### src/rtl/branch_cmp_unit.sv
// Branch compare with a one-deep registered result and a mispredict counter.
// Optional 2-bit predictor table, built only when BRANCH_PRED_EN is defined.
module branch_cmp_unit #(
   parameter int WIDTH = 32,
   parameter int IDX_W = 6
) (
   input  logic             clk,
   input  logic             reset_n,
   input  logic             in_valid,
   output logic             in_ready,
   input  logic [2:0]       CMPOp,
   input  logic [WIDTH-1:0] D_V1,
   input  logic [WIDTH-1:0] D_V2,
   input  logic [WIDTH-1:0] d_pc,
   input  logic             d_pred_taken,
   output logic             out_valid,
   input  logic             out_ready,
   output logic             b_result,
   output logic             mispredict,
   input  logic [WIDTH-1:0] f_pc,
   output logic             f_pred,
   output logic [31:0]      mispredict_cnt
);

   localparam int ENTRIES = 1 << IDX_W;

   logic        out_valid_q, out_valid_d;
   logic        b_result_q, b_result_d;
   logic        mispred_q, mispred_d;
   logic [31:0] mcnt_q, mcnt_d;

   logic taken;
   logic mis;
   logic fire;
   logic v1_neg;
   logic v1_zero;
   logic unused_bits;

   assign v1_neg  = D_V1[WIDTH-1];
   assign v1_zero = (D_V1 == '0);

   always_comb begin
      taken = 1'b0;
      case (CMPOp)
         3'b000:  taken = (D_V1 == D_V2);
         3'b001:  taken = (D_V1 != D_V2);
         3'b010:  taken = v1_neg || v1_zero;
         3'b011:  taken = !v1_neg && !v1_zero;
         3'b100:  taken = v1_neg;
         3'b101:  taken = !v1_neg;
         default: taken = 1'b0;
      endcase
   end

   assign in_ready = !out_valid_q || out_ready;
   assign fire     = in_valid && in_ready;

`ifdef BRANCH_PRED_EN
   logic [1:0]       ctr_q [ENTRIES];
   logic [1:0]       ctr_d [ENTRIES];
   logic [IDX_W-1:0] d_idx;
   logic [IDX_W-1:0] f_idx;

   assign d_idx  = d_pc[IDX_W+1:2];
   assign f_idx  = f_pc[IDX_W+1:2];
   assign mis    = taken ^ d_pred_taken;
   // Reads ctr_q, so a same-cycle update is not visible yet.
   assign f_pred = ctr_q[f_idx][1];

   always_comb begin
      ctr_d = ctr_q;
      if (fire) begin
         if (taken && ctr_q[d_idx] != 2'b11)
            ctr_d[d_idx] = ctr_q[d_idx] + 2'b01;
         else if (!taken && ctr_q[d_idx] != 2'b00)
            ctr_d[d_idx] = ctr_q[d_idx] - 2'b01;
      end
   end

   always_ff @(posedge clk or negedge reset_n) begin
      if (!reset_n) begin
         for (int i = 0; i < ENTRIES; i++)
            ctr_q[i] <= 2'b01;
      end else begin
         ctr_q <= ctr_d;
      end
   end

   assign unused_bits = ^{d_pc[WIDTH-1:IDX_W+2], d_pc[1:0],
                          f_pc[WIDTH-1:IDX_W+2], f_pc[1:0]};
`else
   assign mis         = taken;
   assign f_pred      = 1'b0;
   assign unused_bits = ^{d_pc, f_pc, d_pred_taken};
`endif

   always_comb begin
      out_valid_d = out_valid_q;
      b_result_d  = b_result_q;
      mispred_d   = mispred_q;
      mcnt_d      = mcnt_q;
      if (fire) begin
         out_valid_d = 1'b1;
         b_result_d  = taken;
         mispred_d   = mis;
         if (mis && mcnt_q != 32'hFFFF_FFFF)
            mcnt_d = mcnt_q + 32'd1;
      end else if (out_ready) begin
         out_valid_d = 1'b0;
      end
   end

   always_ff @(posedge clk or negedge reset_n) begin
      if (!reset_n) begin
         out_valid_q <= 1'b0;
         b_result_q  <= 1'b0;
         mispred_q   <= 1'b0;
         mcnt_q      <= 32'd0;
      end else begin
         out_valid_q <= out_valid_d;
         b_result_q  <= b_result_d;
         mispred_q   <= mispred_d;
         mcnt_q      <= mcnt_d;
      end
   end

   assign out_valid      = out_valid_q;
   assign b_result       = b_result_q;
   assign mispredict     = mispred_q;
   assign mispredict_cnt = mcnt_q;

endmodule
### config.mk
export PLATFORM = sky130hd
export DESIGN_NAME = branch_cmp_unit
export DESIGN_NICKNAME = d
export VERILOG_FILES = /design/src/rtl/branch_cmp_unit.sv
export SDC_FILE = /design/constraint.sdc
export NUM_CORES = 1
export LEC_CHECK = 0
export ABC_AREA = 1
export CAP_MARGIN = 40
export CORE_ASPECT_RATIO = 0.9
export CORE_MARGIN = 2
export CORE_UTILIZATION = 50
export DETAILED_ROUTE_END_ITERATION = 7
export DONT_BUFFER_PORTS = 1
export HOLD_SLACK_MARGIN = 0.15
export PLACE_DENSITY = 0.74
export SLEW_MARGIN = 20
export SYNTH_ARGS = -nofsm -noshare
export SYNTH_HDL_FRONTEND = slang
export SYNTH_SLANG_ARGS = --single-unit
export TNS_END_PERCENT = 1
### constraint.sdc
create_clock -name clk -period 2.3 [get_ports clk]
set_clock_uncertainty 0.2 [all_clocks]
set_input_delay 0.46 -clock clk [delete_from_list [all_inputs] [get_ports clk]]
set_output_delay 0.46 -clock clk [all_outputs]
set_load 0.005 [all_outputs]
==> flow_summary.ini <==
[setup_path]
crit_family = simple AND/OR/NAND/NOR gates
setup.worst_path.class = reg2reg
path_depth = 10
critical_path.slowest_cell = dfrtp_1
worst-path-buf-inv = 1
rr_worst_depth = 10
cp_max_fo = 16
crit_chain = ha_2, nand4_4, nor2_4, nand2_1, nor3_4, nand3_4, nand3_2, buf_4, nand2_1, nand2_1
required_ns = 2.33
endpoint_kind = register
critical_path.most_common_cell = nand2_1
max_stage_delay_ns = 0.36
cp-start-kind = register
arrival_ns = 2.16

[min_path]
hold_class = in2reg
holdPathStages = 3

[pwr]
p_seq_frac = 0.472
ir_worst_vdd_v = 0.0003490
clkPwrFrac = 0.296
pwr-share-comb = 0.231
p_int_mw = 0.9837
p_switching_mw = 0.4337
total_leakage_power_nw = 1.568
p_sw_frac = 0.3060
power.density_nw_per_um2 = 441.1
finalPower_mw = 1.417

[clocking]
clk_pin_slew_ns = 0.07
cts-root-buf = clkbuf_8
cts.sinks = 34
cts_buffers = 5
clk_latency_ns = 0.30
clockBufferDepth = 2
cts.htree.levels = 2
cts_tree = yes

[synth]
postSynth.asyncResetShare = 1.000
netlist_area_um2 = 2883
yosys_warnings = 0
synth.largest_area_cell = dfrtp_1
yosysMostFrequentCell = nand2_1
synthCells = 433
synthTopCellsByCount = nand2_1, nor2_1, nand4_1, xnor2_1, dfrtp_1
synth_seq_area_share = 0.2951
ys.flop_type = dfrtp_1
ys_ff_latch = 34
synthTopCellsByArea = dfrtp_1, nand2_1, xnor2_1
syn-num-nets = 570
synth.distinct_cells = 25
synth_edf_count = 0
synth.top_cell.area_share = 0.2951
synth.avg_cell_area_um2 = 6.658

[grt]
grt_pass1_wl_mm = 12.92
grt_pass1_vias = 2757
grt_max_degree = 35
grt_antenna_before_repair = 0
grt_overflow = 0
grt.total_usage = 0.2465

[cells_and_area]
area_growth_pct = 11.46
final-seq-area_um2 = 850.8
insertedDiodeCount = 0
multi_input_area_um2 = 1828
fill_cells = 554
nets = 590
layout-drive-gt1-share = 0.09934
final_area_um2 = 3213

[route]
routed_wl_mm = 7.359
drc = 0
drt_iter0_markers = 173
via_count = 2810
via_per_inst = 5.373
wire_per_inst_um = 14.07
firstDrtPassIters = 4
final_antenna_net_count = 0

[placement]
pre_cts_slack_ns = 0.1535
io_buffers = 0
hpwl_mm = 5.900
place_congestion = 0.9635
placed_cell_area_um2 = 3079

[run_status]
status = finished clean

[sta]
finalHoldViolations = 0
min_period_ns = 2.125
finalMaxSlewViolations = 0
fmax_mhz = 470.6
fin_ws_ns = 0.1750
setup_violations = 0
post-route-period-util = 0.9239

[die]
die-area_um2 = 6390
start_util = 0.5122
die_h_um = 76.04
die_w_um = 84.04
core_region_area_um2 = 5628
num_io_pins = 173
std_cell_rows = 26

[job]
cap_viol_max_count = 0
[power groups by stage]
stage               registers (mW)  logic [mW]  clock network, mW
floorplan                    0.671       0.214                  0
global placement             0.676       0.299                  0
detailed placement           0.679       0.307                  0
CTS                          0.668       0.327              0.431
global route                 0.673       0.372              0.456
finish                       0.669       0.328              0.420
[per-stage QoR]
| stage | utilization | hold slack (ns) | std cells | setup TNS (ns) |
|---|---|---|---|---|
| after floorplan | - | -0.03559 | 433 | 0 |
| after global routing | 0.5709 | 0.2088 | 523 | -0.0001543 |
| final | 0.5709 | 0.1831 | 523 | 0 |
| after detailed placement | 0.5471 | -0.03498 | 512 | 0 |
| after global placement | 0.5471 | -0.03480 | 512 | 0 |
| after CTS | 0.5678 | 0.1806 | 522 | 0 |
[cell usage in the layout, fill, tap and decap left out]
cell type / n
a21oi_1: 1
a21oi_2: 1
buf_12: 1
buf_4: 27
clkbuf_1: 2
clkbuf_8: 5
conb_1: 1
dfrtp_1: 34
dlygate4sd3_1: 2
ha_2: 1
inv_1: 32
inv_2: 2
nand2_1: 147
nand2_2: 1
nand3_1: 17
nand3_2: 2
nand3_4: 1
nand3b_1: 1
nand4_1: 45
nand4_4: 1
nor2_1: 57
nor2_4: 1
nor3_1: 10
nor3_2: 1
nor3_4: 1
nor4_1: 1
o21ai_0: 3
xnor2_1: 38
xor2_1: 17
[worst paths after layout]
check	to	startpoint	slack (ns)
worst max-delay path	mispredict_cnt[17]	mispredict_cnt[1]	0.17
min in group asynchronous	mispredict_cnt[16]	reset_n	0.41
worst min-delay path	out_valid	out_ready	0.18
worst max register to register	mispredict_cnt[17]	mispredict_cnt[1]	0.17
max in group asynchronous	mispredict_cnt[2]	reset_n	1.30
worst min register to register	mispredict_cnt[25]	mispredict_cnt[25]	0.38
[sequential cells by signal (all words and copies together), names as in the netlist]
name / cells
mispredict_cnt: 32
out_valid: 1
mispredict: 1
[tightest hold or removal path: cells and delay by family]
kind / cells / cell delay (ns)
simple gates: 2 / 0.14
buf+inv: 1 / 0.03
[cells by family (layout without fill, tap and decap cells)]
| family | after synthesis | after routing | synth area share |
|---|---|---|---|
| flops | 34 | 34 | 0.2951 |
| buf+inv | 51 | 71 | 0.07552 |
| xor+xnor | 55 | 55 | 0.1671 |
| simple gates | 286 | 286 | 0.4479 |
| fa+ha+maj | 1 | 1 | 0.004340 |
| other cells | 1 | 1 | 0.001301 |
| compound gates | 5 | 5 | 0.008679 |
[metal layers]
| layer | track usage | vias up | wire, um |
|---|---|---|---|
| met4 | 0.06774 | 0 | 82 |
| li1 | - | 1433 | - |
| met5 | 0 | - | 0 |
| met3 | 0.06826 | 8 | 601 |
| met1 | 0.3501 | 1281 | 3451 |
| met2 | 0.3690 | 88 | 3224 |
[repair_timing]
action,4_1_cts,5_1_grt
endpoints found under the hold margin,35,0
endpoints found under the setup margin,0,31
resized for setup,0,2
buffers inserted,0,1
hold buffers,3,0
[final cells by class]
class | count | share of cell area
Clock buffer | 7 | 0.02375
Inverter | 34 | 0.03972
Sequential cell | 34 | 0.2648
Multi-Input combinational cell | 348 | 0.5689
Tap cell | 70 | 0.02726
Timing Repair Buffer | 30 | 0.07555
No activity file was read; power rests on OpenSTA's default activity.
